--- src/rtl/vm_credit_ctrl.sv ---
// Credit controller for the vending machine: sequences the external adder/subtractor,
// keeps the running credit and runs the change-dispense handshake.
module vm_credit_ctrl #(
  parameter int   WIDTH      = 5,
  parameter logic BORROW_LVL = 1'b1
) (
  input  logic             clk,
  input  logic             rst_n,
  input  logic             coin_valid,
  input  logic [WIDTH-1:0] coin_value,
  input  logic             select_valid,
  input  logic [WIDTH-1:0] price,
  input  logic             cancel,
  input  logic             change_ack,
  output logic [WIDTH-1:0] alu_a,
  output logic [WIDTH-1:0] alu_b,
  output logic             alu_sub,
  input  logic [WIDTH-1:0] alu_result,
  input  logic             alu_carry_borrow,
  output logic [WIDTH-1:0] credit,
  output logic             busy,
  output logic             vend,
  output logic             coin_reject,
  output logic             insufficient,
  output logic             change_valid,
  output logic [WIDTH-1:0] change_amount
);

  typedef enum logic [1:0] {IDLE, ADD, SUB, CHANGE} state_t;

  state_t           state, state_nxt;
  logic [WIDTH-1:0] alu_a_nxt, alu_b_nxt, credit_nxt, change_amount_nxt;
  logic             alu_sub_nxt, vend_nxt, coin_reject_nxt, insufficient_nxt, change_valid_nxt;
  logic             borrowed, sub_ok;

  assign borrowed = (alu_carry_borrow == BORROW_LVL);
  assign sub_ok   = !borrowed;

  // Every output is a flop; the state register carries them alongside the state.
  always_ff @(posedge clk or negedge rst_n) begin
    if (!rst_n) begin
      state         <= IDLE;
      alu_a         <= '0;
      alu_b         <= '0;
      alu_sub       <= 1'b0;
      credit        <= '0;
      busy          <= 1'b0;
      vend          <= 1'b0;
      coin_reject   <= 1'b0;
      insufficient  <= 1'b0;
      change_valid  <= 1'b0;
      change_amount <= '0;
    end else begin
      state         <= state_nxt;
      alu_a         <= alu_a_nxt;
      alu_b         <= alu_b_nxt;
      alu_sub       <= alu_sub_nxt;
      credit        <= credit_nxt;
      busy          <= (state_nxt != IDLE);
      vend          <= vend_nxt;
      coin_reject   <= coin_reject_nxt;
      insufficient  <= insufficient_nxt;
      change_valid  <= change_valid_nxt;
      change_amount <= change_amount_nxt;
    end
  end

  always_comb begin
    state_nxt = state;
    case (state)
      IDLE: begin
        if (cancel) begin
          if (credit != '0) state_nxt = CHANGE;
        end else if (select_valid) begin
          state_nxt = SUB;
        end else if (coin_valid) begin
          state_nxt = ADD;
        end
      end
      ADD:    state_nxt = IDLE;
      SUB: begin
        if (sub_ok && (alu_result != '0)) state_nxt = CHANGE;
        else                              state_nxt = IDLE;
      end
      CHANGE: if (change_ack) state_nxt = IDLE;
      default: state_nxt = IDLE;
    endcase
  end

  // A cancel with zero credit still swallows any coin or select in the same cycle.
  always_comb begin
    alu_a_nxt         = alu_a;
    alu_b_nxt         = alu_b;
    alu_sub_nxt       = alu_sub;
    credit_nxt        = credit;
    change_valid_nxt  = change_valid;
    change_amount_nxt = change_amount;
    vend_nxt          = 1'b0;
    coin_reject_nxt   = 1'b0;
    insufficient_nxt  = 1'b0;
    case (state)
      IDLE: begin
        if (cancel) begin
          if (credit != '0) begin
            change_amount_nxt = credit;
            change_valid_nxt  = 1'b1;
          end
        end else if (select_valid) begin
          alu_a_nxt   = credit;
          alu_b_nxt   = price;
          alu_sub_nxt = 1'b1;
        end else if (coin_valid) begin
          alu_a_nxt   = credit;
          alu_b_nxt   = coin_value;
          alu_sub_nxt = 1'b0;
        end
      end
      ADD: begin
        if (alu_carry_borrow) coin_reject_nxt = 1'b1;
        else                  credit_nxt      = alu_result;
      end
      SUB: begin
        if (borrowed) begin
          insufficient_nxt = 1'b1;
        end else begin
          vend_nxt   = 1'b1;
          credit_nxt = alu_result;
          if (alu_result != '0) begin
            change_amount_nxt = alu_result;
            change_valid_nxt  = 1'b1;
          end
        end
      end
      CHANGE: begin
        if (change_ack) begin
          credit_nxt        = '0;
          change_valid_nxt  = 1'b0;
          change_amount_nxt = '0;
        end
      end
      default: ;
    endcase
  end

endmodule

--- config.mk ---
export PLATFORM = sky130hd
export DESIGN_NAME = vm_credit_ctrl
export DESIGN_NICKNAME = d
export VERILOG_FILES = /design/src/rtl/vm_credit_ctrl.sv
export SDC_FILE = /design/constraint.sdc
export NUM_CORES = 1
export LEC_CHECK = 0
export BUFFER_PORTS_ARGS = -buffer_cell sky130_fd_sc_hd__buf_4
export CAP_MARGIN = 20
export CORE_ASPECT_RATIO = 1.1
export CORE_MARGIN = 5
export CORE_UTILIZATION = 52
export CTS_CLUSTER_SIZE = 40
export DETAILED_ROUTE_END_ITERATION = 16
export PLACE_DENSITY_LB_ADDON = 0.05
export SLEW_MARGIN = 5
export SYNTH_ARGS = -nofsm -noshare
export SYNTH_HDL_FRONTEND = slang
export SYNTH_SLANG_ARGS = --single-unit
--- constraint.sdc ---
create_clock -name clk -period 3.2 [get_ports clk]
set_clock_uncertainty 0.15 [all_clocks]
set_input_delay 0.64 -clock clk [delete_from_list [all_inputs] [get_ports clk]]
set_output_delay 0.64 -clock clk [all_outputs]
set_load 0.005 [all_outputs]
==> flow_results.xml, run 1 <==
<?xml version="1.0" encoding="UTF-8"?>
<metrics>
  <group name="setup_path">
    <metric name="critical_path.startpoint" unit="">state[1]</metric>
    <metric name="crit_arrival" unit="ps">2280</metric>
    <metric name="start_kind" unit="">register</metric>
    <metric name="timing.setup.critical_path_class" unit="">reg -&gt; reg</metric>
    <metric name="critPathRequiredTime" unit="ps">3290</metric>
    <metric name="critical-path-slowest-cell" unit="">sky130_fd_sc_hd__o21a_1</metric>
    <metric name="timing.critical_path.fanout_max" unit="">15</metric>
    <metric name="timing.rr.start" unit="">state[1]</metric>
    <metric name="worst_setup_path_end_kind" unit="">register</metric>
    <metric name="cp_cell_sequence" unit="">inv_1, ha_1, nor2b_1, o21a_1, mux2_2</metric>
    <metric name="worst_path_largest_cell_delay" unit="ps">490</metric>
  </group>
  <group name="power">
    <metric name="power_frac_comb" unit="">0.519</metric>
    <metric name="power" unit="mW">1.68</metric>
    <metric name="static-leakage-power" unit="nW">0.893</metric>
    <metric name="net_switching_power" unit="mW">0.627</metric>
    <metric name="switching_share" unit="">0.373</metric>
    <metric name="pwr-share-clk" unit="">0.103</metric>
    <metric name="power_per_cell_area" unit="nW/um^2">950</metric>
    <metric name="vdd_drop_max" unit="uV">626</metric>
    <metric name="internal_power" unit="mW">1.05</metric>
    <metric name="sequential_share_of_power" unit="">0.377</metric>
  </group>
  <group name="timing">
    <metric name="tns" unit="ps">0</metric>
    <metric name="tightestPinTransition" unit="ps">662</metric>
    <metric name="rsz_0062_raised_after_global_routing" unit="">no</metric>
    <metric name="final.min_clock_period" unit="ps">2190</metric>
    <metric name="slew_headroom" unit="">0.556</metric>
    <metric name="timing.fmax" unit="GHz">0.457</metric>
    <metric name="timing.final.crit_share" unit="">0.684</metric>
    <metric name="final-setup-viol-count" unit="">0</metric>
    <metric name="slew_violations" unit="">0</metric>
    <metric name="final-hold-violation-count" unit="">0</metric>
  </group>
  <group name="floorplan">
    <metric name="initial_core_util" unit="">0.546</metric>
    <metric name="fp.dieArea" unit="sq um">3750</metric>
    <metric name="core_area" unit="sq um">2500</metric>
    <metric name="io_pins" unit="">48</metric>
    <metric name="floorplan.die.width" unit="um">58.8</metric>
    <metric name="core.rowCount" unit="">19</metric>
    <metric name="die_height" unit="um">63.7</metric>
  </group>
  <group name="global_routing">
    <metric name="grt_max_degree" unit="">29</metric>
    <metric name="wire_length_of_the_first_global_routing_pass" unit="um">5220</metric>
    <metric name="antenna_violations_before_repair" unit="">0</metric>
    <metric name="global_route.usage.total" unit="">0.178</metric>
    <metric name="first_global_vias" unit="">1140</metric>
    <metric name="grt-ovfl-total" unit="">0</metric>
  </group>
  <group name="run">
    <metric name="max_cap_viol_count" unit="">0</metric>
  </group>
  <group name="clock_tree">
    <metric name="cts.repair.resized" unit="">0</metric>
    <metric name="cts_setup_buffers" unit="">0</metric>
    <metric name="cts-root-buf" unit="">sky130_fd_sc_hd__clkbuf_4</metric>
    <metric name="cts_sinks" unit="">28</metric>
    <metric name="cts.hold.buffers_added" unit="">0</metric>
    <metric name="cts_max_level" unit="">1</metric>
    <metric name="reg_clk_slew_reported_paths" unit="ps">140</metric>
    <metric name="cts_tree" unit="">built</metric>
    <metric name="clock_latency" unit="ps">340</metric>
    <metric name="cts-buffers-inserted" unit="">3</metric>
    <metric name="ctsLongestPathBuffers" unit="">2</metric>
  </group>
  <group name="yosys">
    <metric name="avgSynthCellArea" unit="sq um">11.3</metric>
    <metric name="synth_nets" unit="">148</metric>
    <metric name="syn-instance-count" unit="">121</metric>
    <metric name="ys_ff_latch" unit="">28</metric>
    <metric name="async_reset_ff_frac" unit="">1.00</metric>
    <metric name="yosys.cell_types.count" unit="">32</metric>
    <metric name="synth_sequential_area_ratio" unit="">0.514</metric>
    <metric name="synth-edff-count" unit="">0</metric>
    <metric name="most_used_flip_flop_cell_after_synthesis" unit="">sky130_fd_sc_hd__dfrtp_1</metric>
    <metric name="syn-cell-area" unit="sq um">1360</metric>
    <metric name="synth-warning-count" unit="">0</metric>
  </group>
  <group name="route">
    <metric name="drt.antenna.violating_nets" unit="">0</metric>
    <metric name="detail_route.drc_violations" unit="">0</metric>
    <metric name="finalWirelength" unit="um">3010</metric>
    <metric name="vias" unit="">1051</metric>
    <metric name="via_per_inst" unit="">5.31</metric>
    <metric name="drt_first_pass_iters" unit="">4</metric>
    <metric name="drt-initial-drc-count" unit="">33</metric>
    <metric name="wl_per_cell" unit="um">15.2</metric>
  </group>
  <group name="cells_and_area">
    <metric name="instances_no_fill" unit="">198</metric>
    <metric name="nets" unit="">195</metric>
    <metric name="nFillCells" unit="">202</metric>
    <metric name="n_antenna_cell" unit="">0</metric>
    <metric name="drive_gt1_frac" unit="">0.341</metric>
    <metric name="syn_to_final_growth" unit="%">29.9</metric>
  </group>
  <group name="place">
    <metric name="gpl.final_weighted_congestion" unit="">0.801</metric>
    <metric name="post_place_cells" unit="">194</metric>
    <metric name="dp.final_hpwl" unit="um">2340</metric>
    <metric name="numPortBuffers" unit="">47</metric>
  </group>
  <group name="worst_hold_path">
    <metric name="hp-class" unit="">in -&gt; async</metric>
  </group>
  <group name="outcome">
    <metric name="outcome" unit="">finished clean</metric>
  </group>
</metrics>
[critical path: cells and delay by family, from the launching register on]
kind                     cells  cell delay (ps)
AO/OA/AOI/OAI                1              490
adder cells (fa/ha/maj)      1              190
buffers and inverters        1              130
flip-flops                   1              470
multiplexers                 1              390
AND/OR/NAND/NOR              1              270
[final cells by class]
class / count / area (sq um) / share of cell area
clock buffers: 4 / 36.3 / 0.0205
inverters: 11 / 41.3 / 0.0233
multi-input cells: 77 / 601 / 0.339
flip-flops and latches: 28 / 701 / 0.396
well taps: 31 / 38.8 / 0.0219
repair buffers: 47 / 353 / 0.199
[power by group through the flow]
stage	Clock (mW)	Combinational, mW	Sequential, mW
floorplan	0	0.513	0.632
global placement	0	0.855	0.635
detailed placement	0	0.883	0.643
CTS	0.181	0.886	0.635
global route	0.197	0.973	0.660
finish	0.173	0.874	0.635
[path summary, 6_finish.rpt]
kind	to	slack, ps	cells past startpoint
setup / recovery	alu_a[4]	1010	5
hold / removal	coin_reject	30	1
setup reg to reg	alu_a[4]	1010	5
hold reg to reg	alu_a[1]	350	1
max in group asynchronous	alu_b[4]	2590	1
min in group clk	vend	340	2
[logic make-up (layout without fill, tap and decap cells)]
family	count (synthesis)	after routing	synth area share
multiplexers	16	16	0.122
AO/OA/AOI/OAI	29	29	0.146
buffers and inverters	16	62	0.0450
adder cells (fa/ha/maj)	5	5	0.0459
AND/OR/NAND/NOR	27	27	0.127
flip-flops	28	28	0.514
[sequential cells by signal (all words and copies together), names as in the netlist]
name           count
change_valid       1
busy               1
alu_sub            1
alu_a              5
state              2
change_amount      5
alu_b              5
credit             5
vend               1
coin_reject        1
insufficient       1
[layer usage]
| layer | share of wire | track usage |
|---|---|---|
| met5 | 0 | 0 |
| met4 | 0.015 | 0.0680 |
| met3 | 0.061 | 0.0245 |
| met2 | 0.51 | 0.308 |
| met1 | 0.41 | 0.218 |
[synth_stat cells (3+ instances only)]
cell type                  count  area share
sky130_fd_sc_hd__dfrtp_1      28        0.51
sky130_fd_sc_hd__a21oi_1      11       0.040
sky130_fd_sc_hd__inv_1        11       0.030
sky130_fd_sc_hd__mux2i_1      11       0.081
sky130_fd_sc_hd__a22o_1        6       0.039
sky130_fd_sc_hd__nor2b_1       6       0.028
sky130_fd_sc_hd__ha_1          5       0.046
sky130_fd_sc_hd__nor2_1        5       0.014
sky130_fd_sc_hd__clkbuf_1      4       0.011
sky130_fd_sc_hd__nor3b_1       4       0.022
sky130_fd_sc_hd__mux2_1        3       0.025
sky130_fd_sc_hd__nor3_1        3       0.011
[cells in the final DEF (no fill, tap or decap), types with 4 or more instances in the layout]
cell type                  n
sky130_fd_sc_hd__mux2i_1  11
sky130_fd_sc_hd__inv_1    11
sky130_fd_sc_hd__a21oi_1  11
sky130_fd_sc_hd__ha_1      5
sky130_fd_sc_hd__nor3b_1   4
sky130_fd_sc_hd__buf_4    47
sky130_fd_sc_hd__nor2b_1   6
sky130_fd_sc_hd__dfrtp_1  28
sky130_fd_sc_hd__a22o_1    6
sky130_fd_sc_hd__nor2_1    5
[per-stage QoR]
step                      cell area, sq um  setup slack (ps)   util  hold WS (ps)
final                                 1770              1010  0.709          34.1
after global routing                  1770               793  0.709          35.5
after CTS                             1770              1020  0.709          34.6
after detailed placement              1730               913  0.695           328
after global placement                1730               962  0.695           322
after floorplan                       1360              1120      -           194
Note: power is estimated with default switching activity, not from simulation.
==> run 2: changes to the inputs <==
Settings changed: CORE_UTILIZATION 52 to 49.
Clock period 3.2 ns to 2.2 ns, I/O delays scaled along.
==> flow_results.xml, run 2 (same netlist as run 1, synthesis figures left out) <==
<?xml version="1.0" encoding="UTF-8"?>
<metrics>
  <group name="power">
    <metric name="static-leakage-power" unit="nW">0.918</metric>
    <metric name="power_per_cell_area" unit="nW/um^2">1380</metric>
    <metric name="power" unit="mW">2.50</metric>
    <metric name="vdd_drop_max" unit="uV">846</metric>
  </group>
  <group name="floorplan">
    <metric name="initial_core_util" unit="">0.500</metric>
    <metric name="io_pins" unit="">48</metric>
    <metric name="core.rowCount" unit="">20</metric>
    <metric name="die_height" unit="um">65.3</metric>
    <metric name="core_area" unit="sq um">2730</metric>
    <metric name="fp.dieArea" unit="sq um">3940</metric>
    <metric name="floorplan.die.width" unit="um">60.3</metric>
  </group>
  <group name="cells_and_area">
    <metric name="mostFrequentLayoutCells" unit="">sky130_fd_sc_hd__buf_4 (51), sky130_fd_sc_hd__dfrtp_1 (28), sky130_fd_sc_hd__inv_1 (11), sky130_fd_sc_hd__a21oi_1 (11), sky130_fd_sc_hd__mux2i_1 (11)</metric>
    <metric name="nFillCells" unit="">227</metric>
    <metric name="drive_gt1_frac" unit="">0.355</metric>
    <metric name="multi_input_comb_area" unit="sq um">601</metric>
    <metric name="nets" unit="">200</metric>
    <metric name="layout.cells.most_common" unit="">sky130_fd_sc_hd__buf_4</metric>
    <metric name="syn_to_final_growth" unit="%">33.1</metric>
    <metric name="layout.area.seq" unit="sq um">701</metric>
    <metric name="layout.cell_area.non_filler" unit="sq um">1810</metric>
    <metric name="n_antenna_cell" unit="">0</metric>
  </group>
  <group name="place">
    <metric name="numPortBuffers" unit="">47</metric>
    <metric name="dp.final_hpwl" unit="um">2490</metric>
    <metric name="post_place_instance_area" unit="sq um">1770</metric>
    <metric name="gpl.final_weighted_congestion" unit="">0.724</metric>
  </group>
  <group name="timing">
    <metric name="final.min_clock_period" unit="ps">2010</metric>
    <metric name="final-setup-viol-count" unit="">0</metric>
    <metric name="slew_headroom" unit="">0.655</metric>
    <metric name="timing.final.crit_share" unit="">0.914</metric>
    <metric name="whs" unit="ps">152</metric>
    <metric name="rsz_0062_raised_after_global_routing" unit="">no</metric>
    <metric name="tns" unit="ps">0</metric>
    <metric name="final-hold-violation-count" unit="">0</metric>
    <metric name="slew_violations" unit="">0</metric>
    <metric name="timing.fmax" unit="GHz">0.497</metric>
    <metric name="tightestPinTransition" unit="ps">512</metric>
  </group>
  <group name="global_routing">
    <metric name="grt_max_degree" unit="">29</metric>
    <metric name="global_route.usage.total" unit="">0.175</metric>
    <metric name="first_global_vias" unit="">1120</metric>
    <metric name="wire_length_of_the_first_global_routing_pass" unit="um">5270</metric>
    <metric name="antenna_violations_before_repair" unit="">0</metric>
    <metric name="grt-ovfl-total" unit="">0</metric>
  </group>
  <group name="route">
    <metric name="wl_per_cell" unit="um">15.2</metric>
    <metric name="drt-initial-drc-count" unit="">35</metric>
    <metric name="via_per_inst" unit="">5.29</metric>
    <metric name="drt_first_pass_iters" unit="">4</metric>
    <metric name="finalWirelength" unit="um">3120</metric>
    <metric name="vias" unit="">1085</metric>
    <metric name="detail_route.drc_violations" unit="">0</metric>
    <metric name="drt.antenna.violating_nets" unit="">0</metric>
  </group>
  <group name="clock_tree">
    <metric name="cts_max_level" unit="">1</metric>
    <metric name="cts_sinks" unit="">28</metric>
    <metric name="cts_setup_buffers" unit="">0</metric>
    <metric name="cts-root-buf" unit="">sky130_fd_sc_hd__clkbuf_4</metric>
    <metric name="cts_tree" unit="">built</metric>
    <metric name="clock_latency" unit="ps">320</metric>
    <metric name="reg_clk_slew_reported_paths" unit="ps">150</metric>
    <metric name="cts-buffers-inserted" unit="">3</metric>
    <metric name="cts.repair.resized" unit="">0</metric>
    <metric name="ctsLongestPathBuffers" unit="">2</metric>
  </group>
  <group name="setup_path">
    <metric name="worst_path_largest_cell_delay" unit="ps">470</metric>
    <metric name="critical-path-slowest-cell" unit="">sky130_fd_sc_hd__dfrtp_1</metric>
    <metric name="start_kind" unit="">register</metric>
    <metric name="crit_arrival" unit="ps">2080</metric>
    <metric name="critPathRequiredTime" unit="ps">2270</metric>
    <metric name="timing.setup.critical_path_class" unit="">reg -&gt; reg</metric>
    <metric name="worst_setup_path_end_kind" unit="">register</metric>
    <metric name="timing.critical_path.fanout_max" unit="">6</metric>
    <metric name="reg_to_reg_setup_timing_slack" unit="ps">190</metric>
    <metric name="cp_cell_sequence" unit="">inv_1, ha_1, nor2b_1, o21a_1, mux2_1</metric>
  </group>
  <group name="run">
    <metric name="max_cap_viol_count" unit="">0</metric>
  </group>
  <group name="outcome">
    <metric name="outcome" unit="">finished clean</metric>
  </group>
  <group name="worst_hold_path">
    <metric name="hp-class" unit="">in -&gt; reg</metric>
  </group>
</metrics>
-- run 2: changes by cell type in the layout (fill, tap and decap cells not counted) --
cell	before	now
sky130_fd_sc_hd__dlygate4sd3_1	0	1
sky130_fd_sc_hd__buf_4	47	51
-- run 2: through the flow --
stage	util	cells	setup slack, ps
2_1_floorplan	-	121	316
3_3_place_gp	0.648	200	163
3_5_place_dp	0.648	200	89.5
4_1_cts	0.665	205	160
5_1_grt	0.665	205	14.1
6_report	0.665	205	190
-- run 2: final cells by class --
cell class,count,area share
clock buffer,4,0.0200
inverter,11,0.0228
multi-input combinational,77,0.331
sequential,28,0.386
tap,33,0.0228
timing repair buffer,52,0.217
-- run 2: path summary, 6_finish.rpt --
check / start / endpoint / cells past startpoint
worst min register to register: alu_a[1] / alu_a[1] / 1
min in group asynchronous: rst_n / coin_reject / 2
max in group asynchronous: rst_n / vend / 2
worst max-delay path: state[0] / alu_a[3] / 5
worst min-delay path: alu_carry_borrow / vend / 2
worst max register to register: state[0] / alu_a[3] / 5
-- run 2: where the power goes --
part / leakage [nW] / switching, mW / internal (mW)
sequential: 0.339 / 0.172 / 0.752
combinational: 0.558 / 0.602 / 0.723
clock: 0.0210 / 0.148 / 0.101
-- run 2: what timing repair did --
action,CTS,global route
endpoints found under the setup margin,0,0
hold buffers,1,0
hold endpoints to repair,28,0
-- run 2: layer usage --
metal | global-route usage | up-vias | wire, um
li1 | - | 532 | -
met1 | 0.228 | 521 | 1270
met2 | 0.293 | 30 | 1650
met3 | 0.0255 | 2 | 188
met4 | 0.0582 | 0 | 17
met5 | 0 | - | 0
-- run 2: worst max-delay path: cells and delay by family, from the launching register on --
family | cells | cell delay (ps)
fa+ha+maj | 1 | 200
simple gates | 1 | 260
mux | 1 | 360
compound gates | 1 | 320
buf+inv | 1 | 140
flops | 1 | 470
